## src/rtl/baud_tick_scheduler_pkg.sv

```systemverilog
// Shared FSM encoding and default parameters for the baud tick scheduler.
package baud_tick_scheduler_pkg;

    typedef enum logic [1:0] {
        ST_IDLE = 2'd0,
        ST_RUN  = 2'd1,
        ST_PEND = 2'd2
    } sched_state_e;

    localparam int unsigned N_DIV_VAL       = 8;
    localparam int unsigned DEFAULT_DIV_VAL = 163;
    localparam int unsigned OVS_VAL         = 16;

endpackage

```

## src/rtl/baud_tick_scheduler_div_counter.sv

```systemverilog
// Loadable-modulus divider counter: counts 0..modulus-1 while running, with
// a synchronous clear that wins over counting.
module baud_div_counter #(
    parameter int unsigned N_DIV = 8
) (
    input  logic             i_clk,
    input  logic             i_reset,
    input  logic             i_run,
    input  logic             i_clear,
    input  logic [N_DIV-1:0] i_modulus,
    output logic             o_wrap
);

    logic [N_DIV-1:0] count_q;
    logic [N_DIV-1:0] count_d;

    // ">=" keeps the counter bounded even if the modulus ever shrank under it.
    always_comb begin
        o_wrap  = i_run && (count_q >= (i_modulus - 1'b1));
        count_d = count_q;
        if (i_clear || o_wrap) begin
            count_d = '0;
        end else if (i_run) begin
            count_d = count_q + 1'b1;
        end
    end

    always_ff @(posedge i_clk or posedge i_reset) begin
        if (i_reset) begin
            count_q <= '0;
        end else begin
            count_q <= count_d;
        end
    end

endmodule

```

## src/rtl/baud_tick_scheduler.sv

```systemverilog
// Baud tick scheduler: programmable oversample divider with TX bit-boundary
// and RX mid-bit ticks, plus a glitch-free divisor update handshake.
module baud_tick_scheduler
    import baud_tick_scheduler_pkg::*;
#(
    parameter int unsigned N_DIV       = N_DIV_VAL,
    parameter int unsigned DEFAULT_DIV = DEFAULT_DIV_VAL,
    parameter int unsigned OVS         = OVS_VAL
) (
    input  logic             i_clk,
    input  logic             i_reset,
    input  logic             i_enable,
    input  logic             i_cfg_valid,
    input  logic [N_DIV-1:0] i_cfg_div,
    output logic             o_cfg_ready,
    output logic             o_cfg_err,
    input  logic             i_rx_sync,
    output logic             o_os_tick,
    output logic             o_tx_bit_tick,
    output logic             o_rx_sample_tick,
    output logic [N_DIV-1:0] o_div
);

    localparam int unsigned PW = $clog2(OVS);

    sched_state_e     state_q, state_d;
    logic [N_DIV-1:0] div_q, div_d;
    logic [N_DIV-1:0] pend_div_q, pend_div_d;
    logic             err_q, err_d;
    logic [PW-1:0]    tx_phase_q, tx_phase_d;
    logic [PW-1:0]    rx_phase_q, rx_phase_d;

    logic active;
    logic sync_hit;
    logic xfer;
    logic cfg_good;
    logic cnt_wrap;
    logic cnt_clear;
    logic restart;

    assign active    = (state_q != ST_IDLE);
    assign sync_hit  = active && i_rx_sync;
    assign xfer      = i_cfg_valid && o_cfg_ready;
    assign cfg_good  = (i_cfg_div >= N_DIV'(2));
    assign cnt_clear = !active || !i_enable || sync_hit;
    assign restart   = cnt_wrap || sync_hit;

    baud_div_counter #(
        .N_DIV(N_DIV)
    ) u_div_counter (
        .i_clk    (i_clk),
        .i_reset  (i_reset),
        .i_run    (active),
        .i_clear  (cnt_clear),
        .i_modulus(div_q),
        .o_wrap   (cnt_wrap)
    );

    // A realignment pulse swallows the tick that would have landed in its cycle.
    assign o_os_tick        = cnt_wrap && !i_rx_sync;
    assign o_tx_bit_tick    = o_os_tick && (tx_phase_q == PW'(OVS - 1));
    assign o_rx_sample_tick = o_os_tick && (rx_phase_q == PW'(OVS / 2 - 1));
    assign o_cfg_ready      = (state_q != ST_PEND);
    assign o_cfg_err        = err_q;
    assign o_div            = div_q;

    always_comb begin
        state_d    = state_q;
        div_d      = div_q;
        pend_div_d = pend_div_q;
        err_d      = xfer && !cfg_good;
        tx_phase_d = o_os_tick ? tx_phase_q + 1'b1 : tx_phase_q;
        rx_phase_d = sync_hit ? '0 : (o_os_tick ? rx_phase_q + 1'b1 : rx_phase_q);

        case (state_q)
            ST_IDLE: begin
                if (xfer && cfg_good) begin
                    div_d = i_cfg_div;
                end
                if (i_enable) begin
                    state_d = ST_RUN;
                end
            end
            ST_RUN: begin
                if (!i_enable) begin
                    state_d = ST_IDLE;
                    if (xfer && cfg_good) begin
                        div_d = i_cfg_div;
                    end
                end else if (xfer && cfg_good) begin
                    pend_div_d = i_cfg_div;
                    state_d    = ST_PEND;
                end
            end
            ST_PEND: begin
                // Swap only at a period boundary so no period mixes divisors.
                if (!i_enable || restart) begin
                    div_d      = pend_div_q;
                    pend_div_d = '0;
                    state_d    = i_enable ? ST_RUN : ST_IDLE;
                end
            end
            default: begin
                state_d = ST_IDLE;
            end
        endcase

        if (!i_enable) begin
            tx_phase_d = '0;
            rx_phase_d = '0;
        end
    end

    always_ff @(posedge i_clk or posedge i_reset) begin
        if (i_reset) begin
            state_q    <= ST_IDLE;
            div_q      <= N_DIV'(DEFAULT_DIV);
            pend_div_q <= '0;
            err_q      <= 1'b0;
            tx_phase_q <= '0;
            rx_phase_q <= '0;
        end else begin
            state_q    <= state_d;
            div_q      <= div_d;
            pend_div_q <= pend_div_d;
            err_q      <= err_d;
            tx_phase_q <= tx_phase_d;
            rx_phase_q <= rx_phase_d;
        end
    end

endmodule

```

## config.mk

```make
export PLATFORM = sky130hd
export DESIGN_NAME = baud_tick_scheduler
export DESIGN_NICKNAME = d
export VERILOG_FILES = /design/src/rtl/baud_tick_scheduler_pkg.sv /design/src/rtl/baud_tick_scheduler_div_counter.sv /design/src/rtl/baud_tick_scheduler.sv
export SDC_FILE = /design/constraint.sdc
export NUM_CORES = 1
export LEC_CHECK = 0
export ABC_AREA = 0
export CORE_UTILIZATION = 49
export DETAILED_ROUTE_END_ITERATION = 10
export GPL_TIMING_DRIVEN = 0
export PLACE_DENSITY = 0.75
export SLEW_MARGIN = 20
export SYNTH_ARGS = -nofsm -noshare
export SYNTH_HDL_FRONTEND = slang
export SYNTH_SLANG_ARGS = --single-unit
```

## constraint.sdc

```tcl
create_clock -name i_clk -period 2.9 [get_ports i_clk]
set_input_delay 0.435 -clock i_clk [delete_from_list [all_inputs] [get_ports i_clk]]
set_output_delay 0.435 -clock i_clk [all_outputs]
set_load 0.05 [all_outputs]
```

==> Yosys cells after proc, flatten, opt, wreduce, memory -nomap -nowiden <==
Cells that the tools add are included.
{ "word_totals": {"register_bits": 35, "word_cells": 72} }
{ "classes": {"magnitude_cmp": 2, "n_reduce_logical": 25, "n_addsub": 4, "eq_ne": 13, "muxes": 21} }
{ "ops": {"columns": ["operator", "count"], "rows": [
  ["2-to-1 mux 8 bit", 8],
  ["one-hot mux 8 bit (3 select lines)", 1],
  ["2-to-1 mux 4 bit", 5],
  ["one-hot mux 8 bit (2 select lines)", 1],
  ["inequality test 2 bit, second input constant", 6],
  ["adder 4 x 1 -> 4 bit, second input constant", 2],
  ["adder 8 x 1 -> 8 bit, second input constant", 1],
  [">= comparator 8 x 2 -> 1 bit, second input constant", 1],
  [">= comparator 8 bit", 1],
  ["logical AND 1 bit", 8],
  ["2-to-1 mux 2 bit", 4],
  ["subtractor 8 x 1 -> 8 bit, second input constant", 1],
  ["one-hot mux 2 bit (3 select lines)", 1],
  ["AND reduction 3 bit", 2],
  ["nonzero test 2 bit", 3],
  ["logical OR 1 bit", 5],
  ["== test 4 x 3 -> 1 bit, second input constant", 1],
  ["== test 4 bit, second input constant", 1],
  ["logical NOT 1 bit", 4],
  ["AND reduction 4 bit", 1],
  ["inequality test 3 x 1 -> 1 bit, second input constant", 1],
  ["inequality test 3 bit, second input constant", 1],
  ["nonzero test 3 bit", 1],
  ["== test 2 x 1 -> 1 bit, second input constant", 1],
  ["4 further kinds", 4]
]} }

==> Depth between registers and ports, before layout <==
Gate-level depths: netlist of run 1.
{ "logic_depth": {"ltp_word": 7, "depth_mapped": 11} }

==> Cells and area by module <==
A second synthesis of run 1 with hierarchy kept.
{ "hier_totals": {"hier_cells": 204, "area_unflattened_um2": 2165.8} }
{ "by_module_without_submodules": {"columns": ["mod", "cells_each", "seq_area_each_um2", "n_inst", "area_each_um2"], "rows": [
  ["baud_tick_scheduler", 124, 680.7, 1, 1430.1],
  ["baud_div_counter", 80, 200.2, 1, 735.7]
]} }

==> Least setup slack after synthesis of run 1 <==
No wires, ideal clock.
{ "synth_timing": {"path_type": "flip-flop to output port", "startpoint": "register div_q[0] (netlist: o_div[0])", "endpoint": "output port o_tx_bit_tick", "required_ns": 2.465, "arrival_time_ns": 3.587, "path_stages_with_launch": 12, "path_slack_ns": -1.122, "n_path_buf": 0, "path_cell_list": "dfstp_2 -> inv_1 -> ha_1 -> nand2_1 -> nor3_1 -> xnor2_1 -> ha_1 -> nand2_1 -> o21ai_0 -> a21oi_1 -> nor2_1 -> and4_1"} }
{ "synth_via": {"elab_chain_len": 5} }
{ "synth_rtl": {"columns": ["element", "line", "text"], "rows": [
  ["start, declared", "baud_tick_scheduler.sv:27", "logic [N_DIV-1:0] div_q, div_d;"],
  ["start signal, assigned", "baud_tick_scheduler.sv:117", "div_q <= N_DIV'(DEFAULT_DIV);"],
  ["start signal, assigned", "baud_tick_scheduler.sv:124", "div_q <= div_d;"],
  ["subtractor 8 x 1 -> 8 bit", "baud_tick_scheduler_div_counter.sv:19", "o_wrap = i_run && (count_q >= (i_modulus - 1'b1));"],
  [">= comparator 8 bit", "baud_tick_scheduler_div_counter.sv:19", null],
  ["logical AND 1 bit", "baud_tick_scheduler_div_counter.sv:19", null],
  ["logical AND 1 bit", "baud_tick_scheduler.sv:60", "assign o_os_tick = cnt_wrap && !i_rx_sync;"],
  ["via o_os_tick", "baud_tick_scheduler.sv:18", "output logic o_os_tick,"],
  ["logical AND 1 bit", "baud_tick_scheduler.sv:61", "assign o_tx_bit_tick = o_os_tick && (tx_phase_q == PW'(OVS - 1));"],
  ["end, declared", "baud_tick_scheduler.sv:19", "output logic o_tx_bit_tick,"]
]} }
The timed path passes the listed nets, and every way through them passes these cells.

==> Final worst setup path of run 1 <==
{ "layout_timing": {"startpoint": "register div_q[0] (netlist: o_div[0])", "endpoint": "output port o_rx_sample_tick"} }
{ "layout_via": {"elab_chain_len": 5} }
{ "layout_rtl": {"columns": ["element", "line", "text"], "rows": [
  ["subtractor 8 x 1 -> 8 bit", "baud_tick_scheduler_div_counter.sv:19", null],
  [">= comparator 8 bit", "baud_tick_scheduler_div_counter.sv:19", null],
  ["logical AND 1 bit", "baud_tick_scheduler_div_counter.sv:19", null],
  ["logical AND 1 bit", "baud_tick_scheduler.sv:60", null],
  ["logical AND 1 bit", "baud_tick_scheduler.sv:62", "assign o_rx_sample_tick = o_os_tick && (rx_phase_q == PW'(OVS / 2 - 1));"],
  ["end, declared", "baud_tick_scheduler.sv:20", "output logic o_rx_sample_tick,"]
]} }
Every way passes these cells.

==> results by group, run 1 <==
Global routing
  – M3 GR Usage: between 5 and 6%
  – Grt met1 use: 26.9%
  – Gr busiest metal: met2
  – M2 GR Usage: 41.9%
  – Pin count of the biggest net entering global routing: 36
  – Vias in the first global route: between 1500 and 2000
  – GRT Resource Usage Total: 23.2%
  – First-pass GRT wire length: 7.40 mm
  – Initial antenna violation count: 0
  – Total grt overflow: 0

Yosys
  – Number of synthesized flops with an enable pin: 0
  – Count leader, synth: dfrtp_1
  – Cell Area, Synth: ~1900 um^2
  – Syn avg cell area: a little under 10 um^2
  – Mapped Cells: around 200
  – Post-synth top area share: 40.0%
  – Dominant cells by area after synthesis: dfrtp_1, ha_1, dfstp_2
  – Post-synth ARST share: between 90% and 100%
  – Seq/Total Area, Yosys: roughly 45%
  – Mapped Nets: 220
  – Post-synthesis register bit count: 35
  – Primary FF master, synth: dfrtp_1
  – Yosys warns: 0
  – Netlist cell types: 36
  – Cell taking the most area after synthesis: dfrtp_1
  – Top cells by count, synth: dfrtp_1, nand2_1, nor2_1

Worst hold path
  – Hold WC Path Type: reg -> reg
  – Min-Delay Endpoint: pend_div_q[3]$_DFFE_PP0P_
  – Hold Path Origin: pend_div_q[3]$_DFFE_PP0P_
  – Hold Path Depth: 1

Timing
  – Slew Viols, Final: 0
  – Worst-Margin Slew: roughly 0.7 ns
  – Final setup viols: 2
  – Final WS setup: -0.100 ns
  – Hold Fails Final Rpt: 0
  – Crit share post-route: 103%
  – FMAX: 0.333 GHz
  – Clock period minus final worst setup slack: ~3 ns
  – Clock skew: around 0.0043 ns
  – RSZ-0062 raised after global routing: yes
  – Worst slew margin: a little over half
  – TNS Setup: -0.201 ns

Floorplanning
  – Die footprint: approximately 4200 um^2
  – Placeable core area: ~3700 um^2
  – Die W: 64.9 um
  – Initial Utilization: 52.2%
  – Row count: 22
  – IO Pins: 26
  – Chip height: roughly 65 um

Clock tree
  – CTS Buf Count: 5
  – Worst-path clk slew: ~0.060 ns
  – CTS root buf: clkbuf_8
  – CTS H-tree depth: 2
  – Skew-Pair Late Insertion Delay: between 0.2 and 0.3 ns
  – CTS Sinks: 35
  – CTS Buffer Depth: 2
  – CTS tree: done

Final layout
  – Area Growth Syn to Fin: 32.7%
  – Final Instance Area: ~2600 um^2
  – Register Area: around 880 um^2
  – Diodes inserted: 0
  – Final net count: about 260
  – Layout cells sized above 1: roughly a fifth
  – Area taken by multi-input logic gates: 1140 um^2
  – Finished Core Util: ~69%
  – Fillcell total: roughly 280

Power and ir drop
  – Overall Power: approximately 1.4 mW
  – Clock network power share: 26.9%
  – Part of the power in registers: 42.7%
  – Pwr Density: ~550 nW/um^2
  – VDD IR max: 393 uV
  – Static Leak: 1.15 nW
  – Switch share: between 30% and 40%
  – Power Internal: approximately 0.94 mW
  – Comb power frac: between 30% and 40%
  – P_sw: between 0.4 and 0.5 mW

Place
  – Setup WS pre-CTS: -0.665 ns
  – Final GP Congestion: ~0.8
  – Post-DP HPWL: roughly 3.0 mm
  – Placed cell area: approximately 2300 um^2
  – Port bufs: 25

Worst setup path
  – Setup Crit Path Kind: reg -> out
  – CP cell instances: inv_4 -> ha_4 -> nand2_4 -> nor3_2 -> xnor2_1 -> ha_1 -> nand4_1 -> a21oi_4 -> a21o_1 -> nand3_2 -> nor3_4 -> buf_6
  – FF-to-FF setup slack: 0.09 ns
  – Max Fanout on Critical Path: 4
  – Critical Path Sink Type: primary output
  – R2r worst-path depth: 8
  – Crit path required time: about 2.5 ns
  – Crit path buffers/inverters: 2
  – Crit. Startpoint: o_div[0]$_DFFE_PP1P_
  – Reg2Reg Launch Point: o_div[1]$_DFFE_PP1P_
  – CP top delay family: flip-flops
  – R2R Path End: o_div[4]$_DFFE_PP0P_
  – Worst setup SP type: register
  – Slowest stage delay, CP: 0.57 ns
  – CP arrival: 2.57 ns
  – Slowest cell on crit path: dfstp_2

Routing
  – Via Count: between 1500 and 2000
  – Via-to-Cell Ratio: 5.57
  – Post-route antenna net violation count: 0
  – DRT iter0 DRCs: between 50 and 60
  – Avg WL per Cell: about 15 um
  – Final wirelength: 4.32 mm
  – DRC: 0
  – DRT Pass-1 Iters: 4

Job
  – Max-cap viol count: 0

Run status
  – Failing checks: negative setup slack
  – Outcome: finished with violations
==> worst max-delay path by stage <==
stage	to	slack, ns	cells after the start
after floorplan	o_tx_bit_tick	-0.20	11
after global placement	o_rx_sample_tick	-0.62	11
after detailed placement	o_rx_sample_tick	-0.67	11
after CTS	o_rx_sample_tick	-0.18	11
after global routing	o_rx_sample_tick	-0.19	12
final	o_rx_sample_tick	-0.10	12
==> flip-flops by register name, summed over array words and instances (netlist names) <==
name / flops
o_div: 8
pend_div_q: 8
u_div_counter.count_q: 8
rx_phase_q: 4
tx_phase_q: 4
state_q: 2
o_cfg_err: 1
==> timing repair <==
action	4_1_cts	5_1_grt
hold endpoints to repair	0	0
hold buffers	0	0
setup buffers	7	2
pin swaps	9	7
cloned	0	0
gates resized for setup	30	9
setup endpoints to repair	9	19
==> area by class of cell <==
cell class	instances	area share [%]
repair buffers	34	13.0
inverters	9	1.51
plain buffers	3	0.438
flip-flops and latches	35	34.3
clock buffers	8	3.89
multi-input cells	148	44.5
well taps	48	2.33
==> per-stage QoR <==
stage | hold slack (ns) | std cells
2_1_floorplan | 0.465 | 195
3_3_place_gp | 0.483 | 268
3_5_place_dp | 0.493 | 268
4_1_cts | 0.513 | 283
5_1_grt | 0.523 | 285
6_report | 0.514 | 285
==> worst reg2reg max path: cells and delay by family, from the launching register on <==
family / cells / cell delay (ns)
compound gates: 3 / 1.03
buf+inv: 2 / 0.25
mux: 1 / 0.35
fa+ha+maj: 2 / 0.50
flops: 1 / 0.57
==> per-layer routing <==
layer | vias up | wire length (um)
li1 | 777 | -
met1 | 769 | 1870
met2 | 34 | 2260
met3 | 7 | 139
met4 | 0 | 48
met5 | - | 0
==> kinds of logic (layout without fill, tap and decap cells) <==
family,Yosys count,after routing,synth area share (%)
compound gates,37,37,14.1
xor+xnor,12,12,5.42
fa+ha+maj,12,12,7.75
buf+inv,12,54,2.32
flops,35,35,45.4
mux,12,12,6.58
simple gates,75,75,18.4
==> power by group through the flow <==
stage / clock network [mW] / logic (mW) / registers, mW
final: 0.381 / 0.430 / 0.604
after floorplan: 0 / 0.187 / 0.673
after global placement: 0 / 0.365 / 0.600
after global routing: 0.408 / 0.457 / 0.611
after detailed placement: 0 / 0.376 / 0.605
after CTS: 0.388 / 0.410 / 0.601
==> placed cells by master, fill, tap and decap left out, types with 3 or more instances in the layout <==
cell,count
nand2_1,22
mux2i_1,6
inv_1,6
a22o_1,8
buf_4,8
xnor2_1,6
clkdlybuf4s50_1,21
a21oi_4,3
dfstp_2,4
clkbuf_1,4
mux2_1,6
xor2_1,6
dfrtp_1,29
ha_1,11
o21ai_0,4
a21oi_1,7
nor2_1,15
nand3_1,13
clkbuf_8,7
nand2b_1,3
Note: power is estimated with default switching activity, not from simulation.
==> inputs of run 2 (changes only) <==
--- a/config.mk
+++ b/config.mk
@@ -6,10 +6,11 @@
 export NUM_CORES = 1
 export LEC_CHECK = 0
 export ABC_AREA = 0
-export CORE_UTILIZATION = 49
+export CORE_UTILIZATION = 56
 export DETAILED_ROUTE_END_ITERATION = 10
+export DONT_BUFFER_PORTS = 1
 export GPL_TIMING_DRIVEN = 0
-export PLACE_DENSITY = 0.75
+export PLACE_DENSITY = 0.74
 export SLEW_MARGIN = 20
 export SYNTH_ARGS = -nofsm -noshare
 export SYNTH_HDL_FRONTEND = slang
==> run 2 against run 1 <==
Against the previous run: the flow still finishes with violations (negative setup slack); clock-buffer cell count is 1 lower; register-to-register slack worse by 0.37 ns; critical path depth down 1; flip-flop and latch count unchanged; sequential share of layout area up 2.8 points; clock power shrank 28%; wire length grew 0.42%; worst setup slack got worse by 0.49 ns; combinational power fell by 19%.
==> results by group, run 2 (synthesis gave the netlist of run 1 again) <==
Timing
  – Clock skew: ~0.009 ns
  – Worst-Margin Slew: around 1 ns
  – Worst hold margin: slightly above 0.08 ns
  – TNS Setup: -6.26 ns
  – Final WS setup: -0.590 ns
  – Crit share post-route: 120%
  – FMAX: 0.286 GHz
  – Clock period minus final worst setup slack: 3.49 ns
  – Worst slew margin: between 30% and 40%
  – Slew Viols, Final: 0
  – Hold Fails Final Rpt: 0
  – Final setup viols: 30
  – RSZ-0062 raised after global routing: yes

Worst setup path
  – Worst setup SP type: register
  – Critical Path Sink Type: primary output
  – Setup Crit Path Kind: reg -> out
  – Crit path required time: about 2.5 ns
  – CP arrival: just over 3 ns
  – Max Fanout on Critical Path: 4

Final layout
  – Commonest non-fill, non-tap cell in the layout: dfrtp_1
  – Final net count: ~240
  – Area Growth Syn to Fin: 23.6%
  – Diodes inserted: 0
  – Layout cells sized above 1: a little over a quarter
  – Commonest cells after routing, fill and taps aside: dfrtp_1, nand2_1, nor2_1, nand3_1, buf_4

Global routing
  – Pin count of the biggest net entering global routing: 36
  – Total grt overflow: 0
  – First-pass GRT wire length: 6.89 mm
  – GRT Resource Usage Total: between 20% and 30%
  – Vias in the first global route: approximately 1600
  – Initial antenna violation count: 0

Routing
  – Final wirelength: ~4.3 mm
  – Avg WL per Cell: around 16 um
  – Post-route antenna net violation count: 0
  – DRT Pass-1 Iters: 4
  – Via Count: ~1600
  – Via-to-Cell Ratio: a little under 6
  – DRC: 0
  – DRT iter0 DRCs: 67

Run status
  – Outcome: finished with violations
  – Failing checks: negative setup slack

Floorplanning
  – Initial Utilization: 61.0%
  – Chip height: a little over 60 um
  – IO Pins: 26
  – Die W: 60.8 um
  – Placeable core area: ~3200 um^2
  – Row count: 20
  – Die footprint: ~3700 um^2

Power and ir drop
  – Static Leak: between 1 and 1.5 nW
  – Pwr Density: around 550 nW/um^2
  – VDD IR max: approximately 560 uV
  – Overall Power: ~1.3 mW

Clock tree
  – CTS tree: done
  – Worst-path clk slew: between 0.1 and 0.15 ns
  – CTS Sinks: 35
  – Skew-Pair Late Insertion Delay: about 0.33 ns
  – CTS Buf Count: 5
  – CTS Buffer Depth: 2
  – CTS H-tree depth: 2
  – CTS root buf: clkbuf_4

Place
  – Final GP Congestion: 0.827
  – Port bufs: 0
  – Post-DP HPWL: between 2 and 3 mm
  – Setup WS pre-CTS: -0.390 ns

Job
  – Max-cap viol count: 0

Worst hold path
  – Hold WC Path Type: in -> async
-- run 2: changes by cell type in the layout (fill, tap and decap cells not counted), moves of 3 or more --
cell             delta
clkdlybuf4s50_1    -21
buf_4               +4
buf_6               +3
clkbuf_8            -6
clkbuf_4            +5
-- run 2: cell type report --
type	count	area (um^2)
tap	44	55.1
clock inverter	1	5.00
sequential	35	891
clock buffer	7	55.1
timing repair buffer	17	146
buffer	3	11.3
inverter	9	41.3
multi-input combinational	148	1190
fill	217	782
-- run 2: power breakdown --
| group | switching [mW] | total [mW] | internal (mW) |
|---|---|---|---|
| Sequential | 0.139 | 0.690 | 0.550 |
| Clock | 0.159 | 0.276 | 0.118 |
| Combinational | 0.169 | 0.350 | 0.181 |
| Total | 0.467 | 1.32 | 0.849 |
-- run 2: timing repair --
item,4_1_cts,5_1_grt
hold buffers,0,0
setup endpoints to repair,10,31
pin swaps,9,15
gates resized for setup,11,20
buffers inserted,10,8
-- run 2: path summary, 6_finish.rpt --
| check | depth (start not counted) | end | from | slack, ns |
|---|---|---|---|---|
| setup / recovery | 11 | o_tx_bit_tick | o_div[0]$_DFFE_PP1P_ | -0.59 |
| hold / removal | 1 | tx_phase_q[3]$_DFFE_PP0P_ | i_reset | 0.08 |
| setup reg to reg | 11 | o_div[6]$_DFFE_PP0P_ | o_div[0]$_DFFE_PP1P_ | -0.28 |
| hold reg to reg | 1 | pend_div_q[0]$_DFFE_PP0P_ | pend_div_q[0]$_DFFE_PP0P_ | 0.52 |
| max in group asynchronous | 1 | o_div[2]$_DFFE_PP0P_ | i_reset | 2.32 |
| min in group i_clk | 1 | state_q[0]$_DFFE_PP0P_ | i_enable | 0.21 |
-- run 2: metrics by stage --
stage / utilization (%) / cell area [um^2] / std cells
after floorplan: - / 2010 / 195
after global placement: 64.9 / 2060 / 239
after detailed placement: 64.9 / 2060 / 239
after CTS: 70.8 / 2250 / 257
after global routing: 75.4 / 2400 / 264
final: 75.4 / 2400 / 264
-- run 2: critical path, stage by stage, from the launching register on --
cell and delay [ns]:
dfstp_4 0.74, inv_6 0.06, ha_4 0.17, nand2_4 0.07, nor3_4 0.04, xnor2_1 0.16
ha_1 0.33, nand4_1 0.14, a21oi_4 0.20, a21oi_4 0.09, nor2_4 0.32, and4_4 0.40
-- run 2: routing by layer --
metal,up-vias,wire length [um],global-route usage (%)
met5,-,0,0
met4,0,81,10.1
met3,11,209,7.04
met2,49,2230,45.2
met1,756,1810,30.6
li1,744,-,-
==> inputs of run 3 (changes only) <==
--- a/config.mk
+++ b/config.mk
@@ -6,11 +6,12 @@
 export NUM_CORES = 1
 export LEC_CHECK = 0
 export ABC_AREA = 0
-export CORE_UTILIZATION = 56
+export CORE_UTILIZATION = 60
+export CTS_BUF_LIST = sky130_fd_sc_hd__clkbuf_8
 export DETAILED_ROUTE_END_ITERATION = 10
 export DONT_BUFFER_PORTS = 1
 export GPL_TIMING_DRIVEN = 0
-export PLACE_DENSITY = 0.74
+export PLACE_DENSITY = 0.76
 export SLEW_MARGIN = 20
 export SYNTH_ARGS = -nofsm -noshare
 export SYNTH_HDL_FRONTEND = slang
==> constraint.sdc (replaced) <==
create_clock -name i_clk -period 4.26 [get_ports i_clk]
set_input_delay 0.639 -clock i_clk [delete_from_list [all_inputs] [get_ports i_clk]]
set_output_delay 0.639 -clock i_clk [all_outputs]
set_load 0.05 [all_outputs]
==> run 3 against run 2 <==
Against the previous run: the run now ends clean; combinational power fell by 59%; non-clock buffer count down 17; flip-flop and latch count unchanged; power down 35%; via count down 5.7%; register-to-register slack better by 1.4 ns; worst hold slack gained 0.27 ns; final cell count is 6.4% lower; clock-buffer cell count stayed put; core utilization fell by 5.9 points; sequential power shrank 33%; critical path type unchanged; largest cell class unchanged.
==> results by group, run 3 (synthesis gave the netlist of run 1 again) <==
Worst hold path
  – Hold WC Path Type: in -> async

Place
  – Post-DP HPWL: between 2 and 3 mm
  – Final GP Congestion: approximately 0.85
  – Port bufs: 0

Worst setup path
  – CP cell instances: inv_1 -> ha_1 -> nand2_1 -> nor3_1 -> xnor2_1 -> ha_1 -> nand2_1 -> o21ai_1 -> a21oi_2 -> nor2_4 -> and4_2
  – R2R Path End: o_div[3]$_DFFE_PP0P_
  – Slowest stage delay, CP: approximately 0.7 ns
  – Crit path buffers/inverters: 1
  – Critical Path Sink Type: primary output
  – Max Fanout on Critical Path: 10
  – Slowest cell on crit path: dfstp_2
  – CP top delay family: simple AND/OR/NAND/NOR gates
  – CP arrival: about 3.4 ns
  – Worst setup SP type: register
  – R2r worst-path depth: 11
  – Reg2Reg Launch Point: o_div[0]$_DFFE_PP1P_
  – FF-to-FF setup slack: 1.07 ns
  – Setup Crit Path Kind: reg -> out
  – Crit path required time: approximately 3.6 ns

Floorplanning
  – Placeable core area: a little over 3000 um^2
  – IO Pins: 26
  – Die W: approximately 60 um
  – Initial Utilization: a little under two thirds
  – Chip height: 58.8 um
  – Row count: 20
  – Die footprint: between 3000 and 4000 um^2

Final layout
  – Commonest cells after routing, fill and taps aside: dfrtp_1, nand2_1, nor2_1
  – Area taken by multi-input logic gates: 1040 um^2
  – Finished Core Util: 69.5%
  – Commonest non-fill, non-tap cell in the layout: dfrtp_1
  – Register Area: roughly 880 um^2
  – Layout cells sized above 1: between 10% and 20%
  – Final net count: roughly 230
  – Area Growth Syn to Fin: 9.43%
  – Fillcell total: 247
  – Diodes inserted: 0

Timing
  – Slew Viols, Final: 0
  – Clock skew: slightly below 0.003 ns
  – Hold Fails Final Rpt: 0
  – RSZ-0062 raised after global routing: no
  – Clock period minus final worst setup slack: 4.05 ns
  – Worst slew margin: 32.6%
  – Worst-Margin Slew: 1.01 ns
  – Final setup viols: 0
  – FMAX: 0.247 GHz
  – Crit share post-route: 95.1%

Routing
  – Via-to-Cell Ratio: 5.96
  – DRT Pass-1 Iters: 4
  – DRT iter0 DRCs: 67
  – Final wirelength: between 3 and 4 mm
  – DRC: 0
  – Post-route antenna net violation count: 0
  – Avg WL per Cell: between 10 and 15 um
  – Via Count: 1471

Global routing
  – Initial antenna violation count: 0
  – First-pass GRT wire length: ~6.3 mm
  – Vias in the first global route: 1409
  – Pin count of the biggest net entering global routing: 36
  – Total grt overflow: 0
  – GRT Resource Usage Total: between 20% and 30%

Power and ir drop
  – Overall Power: ~0.86 mW
  – Static Leak: 0.981 nW
  – VDD IR max: about 230 uV
  – Pwr Density: 405 nW/um^2

Clock tree
  – Hold Buf Count CTS: 0
  – Setup Fix Bufs, Post-CTS: 0
  – CTS Sinks: 35
  – CTS Buffer Depth: 2
  – Worst-path clk slew: around 0.07 ns
  – CTS H-tree depth: 2
  – CTS Buf Count: 5
  – CTS tree: done
  – Skew-Pair Late Insertion Delay: between 0.2 and 0.3 ns
  – CTS root buf: clkbuf_8

Job
  – Max-cap viol count: 0

Run status
  – Outcome: complete, no violations
-- run 3: report_power, final --
| group | leakage [nW] | switching, mW | total (mW) | internal, mW |
|---|---|---|---|---|
| logic | 0.470 | 0.0791 | 0.142 | 0.0631 |
| registers | 0.456 | 0.0874 | 0.459 | 0.372 |
| clock network | 0.0557 | 0.114 | 0.259 | 0.145 |
-- run 3: layout make-up --
| type | count | area share, % |
|---|---|---|
| Clock inverter | 1 | 0.177 |
| Buffer | 3 | 0.531 |
| Inverter | 9 | 1.59 |
| Multi-Input combinational cell | 148 | 49.0 |
| Tap cell | 44 | 2.60 |
| Sequential cell | 35 | 41.5 |
| Clock buffer | 7 | 4.54 |
-- run 3: metrics by stage --
stage,area (um^2),setup TNS [ns],cells,hold WS (ns),setup WS [ns]
after floorplan,1940,0,195,0.465,0.0343
after global placement,1990,-0.176,239,0.483,-0.176
after detailed placement,2000,-0.281,239,0.481,-0.281
after CTS,2110,0,247,0.371,0.0368
after global routing,2120,0,247,0.412,0.0691
final,2120,0,247,0.348,0.210
-- run 3: worst reg2reg max path: stages, from the launching register on --
cell and delay [ns]:
dfstp_2 0.70, inv_1 0.15, ha_1 0.25, nand2_1 0.10, nor3_1 0.06, xnor2_1 0.17, ha_1 0.32, nand2_1 0.06
o21ai_1 0.33, a211oi_4 0.11, a21oi_2 0.43, mux2_1 0.38
-- run 3: timing repair --
action | in CTS | in global routing
endpoints found under the setup margin | 1 | 2
pin swaps | 1 | 0
gates resized for setup | 5 | 2
-- run 3: how the worst max path moves through the flow --
stage	start	end	slack [ns]	cells past startpoint
final	o_div[0]$_DFFE_PP1P_	o_tx_bit_tick	0.21	11
after global routing	o_div[0]$_DFFE_PP1P_	o_tx_bit_tick	0.07	11
after CTS	o_div[0]$_DFFE_PP1P_	o_rx_sample_tick	0.04	11
after detailed placement	o_div[0]$_DFFE_PP1P_	o_tx_bit_tick	-0.28	11
after global placement	o_div[0]$_DFFE_PP1P_	o_tx_bit_tick	-0.18	11
after floorplan	o_div[0]$_DFFE_PP1P_	o_tx_bit_tick	0.03	11
-- run 3: layer usage --
metal | up-vias | track usage (%) | part of all wire (%)
met5 | - | 0 | 0
met4 | 0 | 13.3 | 2.1
met3 | 8 | 6.15 | 4.9
met2 | 35 | 40.7 | 50
met1 | 722 | 30.7 | 43
li1 | 706 | - | -
